===== config.mk =====
export PLATFORM = sky130hd
export DESIGN_NAME = muldiv_unit
export DESIGN_NICKNAME = d
export VERILOG_FILES = /design/src/rtl/muldiv_unit.sv
export SDC_FILE = /design/constraint.sdc
export NUM_CORES = 1
export LEC_CHECK = 0
export ABC_AREA = 1
export BUFFER_PORTS_ARGS = -buffer_cell sky130_fd_sc_hd__buf_2
export CAP_MARGIN = 20
export CELL_PAD_IN_SITES_DETAIL_PLACEMENT = 0
export CELL_PAD_IN_SITES_GLOBAL_PLACEMENT = 1
export CORE_MARGIN = 2
export CORE_UTILIZATION = 44
export CTS_CLUSTER_DIAMETER = 100
export DETAILED_ROUTE_END_ITERATION = 6
export PLACE_DENSITY = 0.83
export SLEW_MARGIN = 0
export SYNTH_ARGS = -nofsm -noshare
export SYNTH_HDL_FRONTEND = slang
export SYNTH_SLANG_ARGS = --single-unit
export TNS_END_PERCENT = 50

===== constraint.sdc =====
create_clock -name CLK -period 3.4 [get_ports CLK]
set_input_delay 0.17 -clock CLK [delete_from_list [all_inputs] [get_ports CLK]]
set_output_delay 0.17 -clock CLK [all_outputs]
set_load 0.01 [all_outputs]

===== src/rtl/muldiv_unit.sv =====
// muldiv_unit: iterative RV32M multiply/divide unit.
// Multiply uses a shift-add sequence on a 2*XLEN accumulator; divide uses
// restoring subtract-shift. BITS_PER_CYCLE steps are unrolled per CALC cycle.
module muldiv_unit #(
    parameter int unsigned XLEN           = 32,
    parameter int unsigned BITS_PER_CYCLE = 1
) (
    input  logic            CLK,
    input  logic            RESET,
    input  logic            START,
    input  logic [2:0]      FUNCT3,
    input  logic [XLEN-1:0] OPERAND1,
    input  logic [XLEN-1:0] OPERAND2,
    input  logic            FLUSH,
    output logic            BUSY,
    output logic            DONE,
    output logic [XLEN-1:0] RESULT
);

    localparam int unsigned N     = XLEN / BITS_PER_CYCLE;
    localparam int unsigned CNT_W = (N > 1) ? $clog2(N) : 1;
    localparam int unsigned W2    = 2 * XLEN + 1;

    typedef enum logic [1:0] {
        S_IDLE,
        S_PREP,
        S_CALC,
        S_FIX
    } state_t;

    state_t            state_q, state_d;
    logic [2:0]        funct3_q, funct3_d;
    logic [XLEN-1:0]   op1_q, op1_d;
    logic [XLEN-1:0]   op2_q, op2_d;
    logic [XLEN-1:0]   opnd_q, opnd_d;
    logic [W2-1:0]     work_q, work_d;
    logic [CNT_W-1:0]  cnt_q, cnt_d;
    logic              neg_res_q, neg_res_d;
    logic              neg_rem_q, neg_rem_d;
    logic              special_q, special_d;
    logic              busy_q, busy_d;
    logic              done_q, done_d;
    logic [XLEN-1:0]   result_q, result_d;

    logic              is_div;
    logic              sign_a;
    logic              sign_b;
    logic [XLEN-1:0]   mag_a;
    logic [XLEN-1:0]   mag_b;
    logic              div_zero;
    logic              div_ovf;
    logic              special;
    logic [2*XLEN-1:0] prod;
    logic [XLEN-1:0]   quo;
    logic [XLEN-1:0]   rem;
    logic [XLEN-1:0]   fix_res;
    logic [W2-1:0]     step_w;

    // One shift-add step: low half holds the remaining multiplier bits,
    // high half (plus carry bit) accumulates the partial product.
    function automatic logic [W2-1:0] mul_step(input logic [W2-1:0] w,
                                               input logic [XLEN-1:0] m);
        logic [XLEN:0] sum;
        sum = w[2*XLEN:XLEN] + (w[0] ? {1'b0, m} : '0);
        return {1'b0, sum, w[XLEN-1:1]};
    endfunction

    // One restoring-division step: remainder in the upper XLEN+1 bits,
    // dividend shifting out / quotient shifting in at the bottom.
    function automatic logic [W2-1:0] div_step(input logic [W2-1:0] w,
                                               input logic [XLEN-1:0] d);
        logic [W2-1:0] sh;
        logic [XLEN:0] r;
        sh = w << 1;
        r  = sh[2*XLEN:XLEN];
        if (r >= {1'b0, d}) begin
            r     = r - {1'b0, d};
            sh[0] = 1'b1;
        end
        return {r, sh[XLEN-1:0]};
    endfunction

    // Operand decode: signedness per funct3, magnitudes and special divide cases.
    always_comb begin
        is_div   = funct3_q[2];
        sign_a   = ((funct3_q == 3'b001) || (funct3_q == 3'b010) ||
                    (funct3_q == 3'b100) || (funct3_q == 3'b110)) && op1_q[XLEN-1];
        sign_b   = ((funct3_q == 3'b001) || (funct3_q == 3'b100) ||
                    (funct3_q == 3'b110)) && op2_q[XLEN-1];
        mag_a    = sign_a ? (~op1_q + 1'b1) : op1_q;
        mag_b    = sign_b ? (~op2_q + 1'b1) : op2_q;
        div_zero = (op2_q == '0);
        div_ovf  = !funct3_q[0] && (op1_q == {1'b1, {(XLEN-1){1'b0}}}) && (op2_q == '1);
        special  = is_div && (div_zero || div_ovf);
    end

    // Final result: sign correction and half/quotient/remainder selection.
    always_comb begin
        prod = work_q[2*XLEN-1:0];
        if (neg_res_q) begin
            prod = ~prod + 1'b1;
        end
        quo = work_q[XLEN-1:0];
        if (neg_res_q) begin
            quo = ~quo + 1'b1;
        end
        rem = work_q[2*XLEN-1:XLEN];
        if (neg_rem_q) begin
            rem = ~rem + 1'b1;
        end
        if (special_q) begin
            if (div_zero) begin
                fix_res = funct3_q[1] ? op1_q : '1;
            end else begin
                fix_res = funct3_q[1] ? '0 : op1_q;
            end
        end else if (is_div) begin
            fix_res = funct3_q[1] ? rem : quo;
        end else if (funct3_q == 3'b000) begin
            fix_res = prod[XLEN-1:0];
        end else begin
            fix_res = prod[2*XLEN-1:XLEN];
        end
    end

    // Next-state and datapath update for the sequencer.
    always_comb begin
        state_d   = state_q;
        funct3_d  = funct3_q;
        op1_d     = op1_q;
        op2_d     = op2_q;
        opnd_d    = opnd_q;
        work_d    = work_q;
        cnt_d     = cnt_q;
        neg_res_d = neg_res_q;
        neg_rem_d = neg_rem_q;
        special_d = special_q;
        result_d  = result_q;
        done_d    = 1'b0;
        step_w    = work_q;

        case (state_q)
            S_IDLE: begin
                if (START) begin
                    funct3_d = FUNCT3;
                    op1_d    = OPERAND1;
                    op2_d    = OPERAND2;
                    state_d  = S_PREP;
                end
            end
            S_PREP: begin
                neg_res_d = sign_a ^ sign_b;
                neg_rem_d = sign_a;
                special_d = special;
                cnt_d     = '0;
                // Divide keeps the divisor, multiply keeps the multiplicand;
                // the other operand seeds the low half of the work register.
                opnd_d    = is_div ? mag_b : mag_a;
                work_d    = {{(XLEN+1){1'b0}}, (is_div ? mag_a : mag_b)};
                state_d   = special ? S_FIX : S_CALC;
            end
            S_CALC: begin
                for (int unsigned i = 0; i < BITS_PER_CYCLE; i++) begin
                    step_w = is_div ? div_step(step_w, opnd_q) : mul_step(step_w, opnd_q);
                end
                work_d = step_w;
                cnt_d  = cnt_q + CNT_W'(1);
                if (cnt_q == CNT_W'(N - 1)) begin
                    state_d = S_FIX;
                end
            end
            S_FIX: begin
                result_d = fix_res;
                done_d   = 1'b1;
                state_d  = S_IDLE;
            end
            default: begin
                state_d = S_IDLE;
            end
        endcase

        // Flush wins over everything, including a pending start or the FIX write.
        if (FLUSH) begin
            state_d  = S_IDLE;
            done_d   = 1'b0;
            result_d = result_q;
        end

        busy_d = (state_d != S_IDLE);
    end

    // State and output registers with synchronous active-high reset.
    always_ff @(posedge CLK) begin
        if (RESET) begin
            state_q   <= S_IDLE;
            funct3_q  <= '0;
            op1_q     <= '0;
            op2_q     <= '0;
            opnd_q    <= '0;
            work_q    <= '0;
            cnt_q     <= '0;
            neg_res_q <= 1'b0;
            neg_rem_q <= 1'b0;
            special_q <= 1'b0;
            busy_q    <= 1'b0;
            done_q    <= 1'b0;
            result_q  <= '0;
        end else begin
            state_q   <= state_d;
            funct3_q  <= funct3_d;
            op1_q     <= op1_d;
            op2_q     <= op2_d;
            opnd_q    <= opnd_d;
            work_q    <= work_d;
            cnt_q     <= cnt_d;
            neg_res_q <= neg_res_d;
            neg_rem_q <= neg_rem_d;
            special_q <= special_d;
            busy_q    <= busy_d;
            done_q    <= done_d;
            result_q  <= result_d;
        end
    end

    assign BUSY   = busy_q;
    assign DONE   = done_q;
    assign RESULT = result_q;

endmodule


## Word-level counts from Yosys, hierarchy flattened

Cells that the tools add are included.

- Bits in registers: 208
- Output and inout port bits: 34
- Logic and storage cells: 85

- $add $sub $neg: 8
- Magnitude comparators: 1
- Eq/ne operators: 10
- Muxes and demuxes: 26
- Bitwise logic cells: 7
- Reductions and logical operators: 20

Operators with widths:

| cell | number |
|---|---|
| 32-bit 2-to-1 mux | 14 |
| 65-bit case mux with 2 select lines | 1 |
| 32-bit by 1-bit adder with 32-bit output (second input constant) | 4 |
| 32-bit NOT | 4 |
| 65-bit 2-to-1 mux | 1 |
| 64-bit by 1-bit adder with 64-bit output (second input constant) | 1 |
| 32-bit equality test (second input constant) | 2 |
| 64-bit 2-to-1 mux | 1 |
| 64-bit NOT | 1 |
| 33-bit by 32-bit adder with 33-bit output | 1 |
| 33-bit by 32-bit greater-or-equal comparator with 1-bit output | 1 |
| 33-bit 2-to-1 mux | 1 |
| 33-bit by 32-bit subtractor with 33-bit output | 1 |
| 32-bit zero test | 1 |
| 5-bit case mux with 2 select lines | 1 |
| 2-bit case mux with 4 select lines | 1 |
| 3-bit equality test (second input constant) | 2 |
| 1-bit logical OR | 6 |
| 2-bit 2-to-1 mux | 3 |
| 5-bit by 1-bit adder with 5-bit output (second input constant) | 1 |
| 5-bit equality test (second input constant) | 1 |
| 1-bit logical AND | 5 |
| 2-bit equality test (second input constant) | 2 |
| 2-bit AND reduction | 2 |
| 11 further kinds | 14 |

## Longest topological paths before layout

Gate-level depths: netlist of run 1.

- Word-level depth: 9
- Mapped depth: 21

## Least setup slack after synthesis of run 1

OpenSTA, ideal clock, no wires.

- Kind: register -> register
- Start: register work_q[0]
- End: register work_q[59]
- Setup time: 0.132 ns
- Arrival time: 2.394 ns
- Required time: 3.268 ns
- Setup slack: 0.874 ns
- Cell stages (with the launch flop): 22
- Clock period less this slack: 2.526 ns
- Cell sequence: dfxtp_1 buf_2 clkbuf_1 nand2_1 inv_1 ha_1 inv_1 fa_1 nor2_1 nand2_1 nand3_1 nand2_1 nand2_1 nand2_1 nand2_1 nand2_1 nand2_1 nand2_1 nand3_1 nand2_1 nand2_1 a21oi_1

- Longest elaborated chain between the ends: 4

Ends and longest elaborated chain:

| element | RTL line | text |
|---|---|---|
| start, declared | 36 | `logic [W2-1:0] work_q, work_d;` |
| start signal, assigned | 214 | `work_q <= work_d;` |
| 32-bit 2-to-1 mux | 64 | `sum = w[2*XLEN:XLEN] + (w[0] ? {1'b0, m} : '0);` |
| 33-bit by 32-bit adder with 33-bit output | 64 |  |
| 65-bit 2-to-1 mux | 164 | `step_w = is_div ? div_step(step_w, opnd_q) : mul_step(step_w, opnd_q);` |
| 65-bit case mux with 2 select lines | 142 | `case (state_q)` |

No other way between the ends.
A chain may end at the register's enable or synchronous reset.

## Worst setup path after layout of run 1

- Start: register work_q[0]
- End: register work_q[48]

The elaborated chain is that of the path after synthesis.

==> results of run 1 <==
[state kept, by name, indices dropped and copies added (netlist names)]
| name | count |
|---|---|
| neg_res_q | 1 |
| opnd_q | 32 |
| cnt_q | 5 |
| op2_q | 32 |
| funct3_q | 3 |
| work_q | 65 |
| state_q | 2 |
| BUSY | 1 |
| neg_rem_q | 1 |
| DONE | 1 |
| op1_q | 32 |
| RESULT | 32 |
| special_q | 1 |
[placed cells by master (no fill, tap or decap), types with 4 or more instances in the layout]
master	instances
buf_4	60
nor2_4	10
dlygate4sd3_1	67
a31oi_1	6
o211ai_1	57
inv_1	414
nor3_1	19
nand3b_1	14
and2_1	7
nor2_2	21
a21oi_2	10
clkinv_1	5
ha_1	76
clkinv_2	6
xnor2_1	17
o21a_1	4
o21ai_1	26
clkbuf_16	25
nor4_1	8
nand3_1	427
xor2_1	70
nand4_1	42
dfxtp_1	206
buf_2	104
o21ai_0	293
inv_2	18
bufinv_16	7
o21bai_1	4
or2_2	8
nor3_2	4
nand2_1	1082
nand2_2	24
nand3_2	8
nor2_1	325
a21oi_1	344
o211ai_2	9
[cell families (layout without fill, tap and decap cells)]
kind of cell,count (synthesis),in the layout,synth area share [%]
XOR/XNOR,88,88,3.68
buffers and inverters,609,718,11.4
AO/OA/AOI/OAI,762,762,19.5
adder cells (fa/ha/maj),78,78,4.69
AND/OR/NAND/NOR,2011,2011,41.0
flip-flops,208,208,19.7
[critical path: cells and delay by family, from the launching register on]
family,cells,cell delay [ns]
adders and majority gates,1,0.41
buffers and inverters,4,0.42
and+or+nand+nor,9,1.70
AOI/OAI and AO/OA,1,0.06
DFF,1,0.30
[cell usage after synthesis (14+ instances only)]
cell type | number | area, sq um
nor2_1 | 326 | 1220
dfxtp_1 | 208 | 4160
buf_1 | 27 | 101
inv_1 | 416 | 1560
nor3_1 | 19 | 95.1
nand4_1 | 42 | 263
xor2_1 | 70 | 613
o211ai_1 | 57 | 428
inv_2 | 17 | 63.8
clkbuf_1 | 103 | 387
nand2_1 | 1083 | 4070
a21oi_1 | 344 | 1720
o21ai_1 | 26 | 130
nand2_2 | 24 | 150
ha_1 | 76 | 951
xnor2_1 | 17 | 149
o21ai_0 | 293 | 1470
nand3b_1 | 14 | 105
nand3_1 | 427 | 2140
nor2_2 | 20 | 125
buf_2 | 26 | 130
[metrics by stage]
step                      utilization, %  area (sq um)  std cells  worst slack [ns]
after floorplan                        -         21100       3756             0.874
after global placement              46.7         22200       4367             0.410
after detailed placement            46.7         22200       4367             0.468
after CTS                           50.1         23800       4480             0.457
after global routing                50.1         23800       4480             0.216
final                               50.1         23800       4480             0.341
[power by group through the flow]
stage | sequential, mW | combinational [mW] | clock, mW
final | 2.78 | 3.71 | 3.15
after global placement | 2.82 | 3.53 | 0
after detailed placement | 2.82 | 3.52 | 0
after global routing | 2.79 | 4.02 | 3.25
after floorplan | 2.73 | 2.43 | 0
after CTS | 2.77 | 3.60 | 3.17
[worst max-delay path by stage]
stage            endpoint       from  cells after the start
2_1_floorplan  work_q[59]  work_q[0]                     21
3_3_place_gp   work_q[48]  work_q[0]                     15
3_5_place_dp   work_q[48]  work_q[0]                     15
4_1_cts        work_q[48]  work_q[0]                     15
5_1_grt        work_q[48]  work_q[0]                     16
6_report       work_q[48]  work_q[0]                     15
[per-layer routing]
layer | vias to the layer above | GRT usage (%)
met4 | 2 | 22.8
li1 | 12400 | -
met1 | 11700 | 47.1
met2 | 1357 | 59.5
met5 | - | 0
met3 | 266 | 5.23
[timing repair]
| item | in CTS | in global routing |
|---|---|---|
| endpoints found under the hold margin | 68 | 0 |
| setup endpoints to repair | 0 | 0 |
| hold buffers | 67 | 0 |
[final cells by class]
class                   instances  area, sq um
repair buffers                234         1700
fillers                      5229        23700
multi-input cells            2939        14600
clock inverters                15          272
clock buffers                  31          678
inverters                     438         1650
well taps                     615          769
flip-flops and latches        208         4170
==> results.toml, run 1 <==
[worst_setup_path]
reg2reg_slack_ns = 0.34
crit_path_max_fanout = 32
r2r-start = "work_q[0]"
critPathSlowestCell = "ha_1"
worstSetupPathType = "flip-flop to flip-flop"
max_stage_delay_ns = 0.41
cp-end-kind = "flip-flop"
reg2reg_depth = 15
r2r_end = "work_q[48]"
crit_chain = "buf_4, nand2_1, inv_1, ha_1, nand2_1, nor2_1, inv_1, nor2_1, nand4_1, nand4_1, nand3_1, nand2_1, inv_1, nand3_1, a21oi_1"
cp_data_required_time_ns = 3.81
cp-start-kind = "flip-flop"
crit_arrival_ns = 3.47

[pwr]
total_power_mw = 9.65
p_sw_share_pct = 41.9
ir_worst_vdd_mv = 0.360
internal_power_mw = 5.60
p_leak_nw = 11.7
p_per_area_nw_per_um2 = 405
pwr-share-seq_pct = 28.8
combPwrFrac_pct = 38.5
switchingPower_mw = 4.05
power_frac_clock_pct = 32.7

[yosys]
netlist_instances = 3756
ys.flop_type = "dfxtp_1"
synth_area_sq_um = 21100
ys_types = 51
synth.avg_cell_area_sq_um = 5.63
async_flop_share_pct = 0
yosysSeqAreaShare_pct = 19.7
yosysWarnings = 0
ys_seq_elements = 208
postSynthNetCount = 3905
synth_edf_count = 0

[clock_network]
cts.reportedPaths.clkPinSlew_ns = 0.06
htree_levels = 1
cts_buffer_depth = 3
cts_tree = "built"
cts-root-buf = "clkbuf_16"
post_cts_buffers = 0
cts_resized = 0
clock_latency_ns = 0.58
cts_made_buffers = 25
clock-sinks = 208

[finish]
antenna_cells = 0
syn_to_final_growth_pct = 12.6
drive_above_1_share_pct = 8.62
nets = 3995

[detailed_routing]
ant_nets = 0
remaining_drc_errors = 0
wl_met2_microns = 41400
routed_wl_microns = 94100
top_layer = "met5"
dr_wl_met3_microns = 8410
dr_total_vias = 25800
first_pass_iters = 6
via_per_inst = 5.75
wl_met1_microns = 37400
drt_iter0_drc = 3099
wl_per_cell_microns = 21.0

[sta]
period_needed_ns = 3.06
whs_ns = 0.0515
setup_viol = 0
rsz0062_at_grt = "no"
timing.fmax_ghz = 0.327
fin_worst_skew_ns = 0.0299
totalNegativeSetupSlack_ns = 0
drv_slew = 0
worstMarginPinSlew_ns = 1.02
hold_viol = 0
fin_crit_sh_pct = 90.0
relSlewSlack_pct = 32.0

[status]
status = "completed"

[hold_path]
holdCritStartpoint = "FUNCT3[0]"
holdPathEnd = "funct3_q[0]"
hp-class = "primary input to flip-flop"
min_path_cells = 3

[floorplan]
rows = 80
die-area_sq_um = 49800
fp.dieH_microns = 223
start_util_pct = 44.4
core-area_sq_um = 47500
die_width_microns = 223
io_pins = 105

[global_routing]
grt_pass1_vias = 23900
grt_usage_pct = 37.1
grt_max_degree = 97
antenna_found_initial = 1
grt_overflow = 0
grt_pass1_wl_microns = 142000

[placed_design]
gp_congestion = 1.05
portBuffers = 104
hpwl_microns = 74600

[flow_run]
cap_viol_max_count = 0
(Power assumes the default switching activity.)
==> run 2, diff against run 1 <==
--- a/config.mk
+++ b/config.mk
@@ -15,6 +15,7 @@
 export CTS_CLUSTER_DIAMETER = 100
 export DETAILED_ROUTE_END_ITERATION = 6
 export PLACE_DENSITY = 0.83
+export RECOVER_POWER = 50
 export SLEW_MARGIN = 0
 export SYNTH_ARGS = -nofsm -noshare
 export SYNTH_HDL_FRONTEND = slang
==> run 2 against run 1 <==
  * The flow now finishes with violations (capacitance limit, slew limit)
  * Non-clock buffer count did not move
  * Combinational power barely moved
  * Sequential power barely moved
  * Cell count barely moved
  * First-iteration DRC count fell by 3.0%
  * Critical endpoint unchanged
  * Largest cell class unchanged
  * Highest routed layer unchanged
==> results.toml, run 2 (synthesized netlist as in run 1, its figures left out) <==
[status]
status = "finished, violations left"
failed_checks = "capacitance limit, slew limit"

[detailed_routing]
ant_nets = 0
routed_wl_microns = 94000
dr_total_vias = 25600
drt_iter0_drc = 3007
via_per_inst = 5.72
remaining_drc_errors = 0
wl_per_cell_microns = 21.0
first_pass_iters = 7

[pwr]
power_frac_clock_pct = 32.7
total_power_mw = 9.63
p_sw_share_pct = 41.9
p_leak_nw = 11.5
p_per_area_nw_per_um2 = 406
internal_power_mw = 5.60
ir_worst_vdd_mv = 0.360
combPwrFrac_pct = 38.5
switchingPower_mw = 4.04
pwr-share-seq_pct = 28.9

[clock_network]
cts-root-buf = "clkbuf_16"
ctsHoldBuffers = 67
htree_levels = 1
cts.reportedPaths.clkPinSlew_ns = 0.06
cts_resized = 0
clock-sinks = 208
clock_latency_ns = 0.58
cts_buffer_depth = 3
cts_made_buffers = 25
cts_tree = "built"
post_cts_buffers = 0

[global_routing]
grt_usage_pct = 37.1
antenna_found_initial = 1
grt_max_degree = 97
grt_pass1_wl_microns = 142000
grt_pass1_vias = 23900
grt_overflow = 0

[finish]
layout_commonest_cell = "nand2_1"
mostFrequentLayoutCells = "1,082 x nand2_1, 427 x nand3_1, 414 x inv_1, 344 x a21oi_1, 326 x nor2_1"
final_core_util_pct = 49.9
stdcell_count = 4481
largest_reg_flops = 65
largest-register = "work_q"
syn_to_final_growth_pct = 12.3
nets = 3995
drive_above_1_share_pct = 7.58

[sta]
fin_crit_sh_pct = 90.3
fin_worst_skew_ns = 0.0302
period_needed_ns = 3.07
totalNegativeSetupSlack_ns = 0
worstMarginPinSlew_ns = 1.55
setup_slack_ns = 0.330
relSlewSlack_pct = -3.37
rsz0062_at_grt = "no"
drv_slew = 35
timing.fmax_ghz = 0.326
setup_viol = 0
hold_viol = 0

[worst_setup_path]
worstSetupPathType = "flip-flop to flip-flop"
cp-end-kind = "flip-flop"
cp-start-kind = "flip-flop"
crit_arrival_ns = 3.47
cp_data_required_time_ns = 3.80
crit_path_max_fanout = 32

[floorplan]
core-area_sq_um = 47500
die-area_sq_um = 49800
io_pins = 105
die_width_microns = 223
start_util_pct = 44.4
fp.dieH_microns = 223
rows = 80

[hold_path]
hp-class = "primary input to flip-flop"

[placed_design]
portBuffers = 104
gp_congestion = 1.05
preCtsSetupSlack_ns = 0.468
dp_cells = 4367
hpwl_microns = 74600

[flow_run]
cap_viol_max_count = 1
## run 2: cell types whose count changed in the layout (fill, tap and decap cells not counted)
cell | before | now
nor2_1 | 325 | 326
clkbuf_1 | 3 | 42
clkbuf_2 | 0 | 2
buf_2 | 104 | 70
diode_2 | 0 | 1
nand2_2 | 24 | 25
buf_4 | 60 | 53
nand2_4 | 1 | 0
nor2_2 | 21 | 20
## run 2: layout make-up
type	count	area (sq um)
multi-input cells	2939	14600
inverters	438	1650
flip-flops and latches	208	4170
well taps	615	769
repair buffers	234	1640
diodes	1	2.50
clock inverters	15	272
clock buffers	31	678
fillers	5254	23800
## run 2: power by group through the flow
stage               sequential (mW)  clock [mW]  combinational (mW)
floorplan                      2.73           0                2.43
global placement               2.82           0                3.53
detailed placement             2.82           0                3.52
CTS                            2.77        3.17                3.60
global route                   2.79        3.25                4.02
finish                         2.78        3.15                3.70
## run 2: worst max-delay path: stages (launching register included)
cell and delay [ns]:
dfxtp_1 0.30, buf_4 0.23, nand2_1 0.11, inv_1 0.07, ha_1 0.41, nand2_1 0.18, nor2_1 0.26, inv_1 0.07
nor2_1 0.31, nand4_1 0.29, nand4_1 0.18, nand3_1 0.19, nand2_1 0.12, inv_1 0.06, nand3_1 0.06, a21oi_1 0.06
## run 2: through the flow
stage                     area, sq um  hold WS [ns]
after floorplan                 21100         0.337
after global placement          22200         0.425
after detailed placement        22200         0.429
after CTS                       23800        0.0114
after global routing            23700        0.0739
final                           23700        0.0479
## run 2: final timing paths
kind / startpoint / to / slack, ns / cells after the start
max: work_q[0] / work_q[48] / 0.33 / 15
min: FUNCT3[0] / funct3_q[0] / 0.05 / 3
max reg2reg: work_q[0] / work_q[48] / 0.33 / 15
min reg2reg: cnt_q[4] / cnt_q[4] / 0.47 / 2
## run 2: routing by layer
| layer | track usage, % | up-vias | part of all wire (%) |
|---|---|---|---|
| li1 | - | 12500 | - |
| met1 | 47.1 | 11600 | 40 |
| met2 | 59.5 | 1294 | 44 |
| met3 | 5.23 | 267 | 8.5 |
| met4 | 22.8 | 2 | 7.3 |
| met5 | 0 | - | 0.012 |
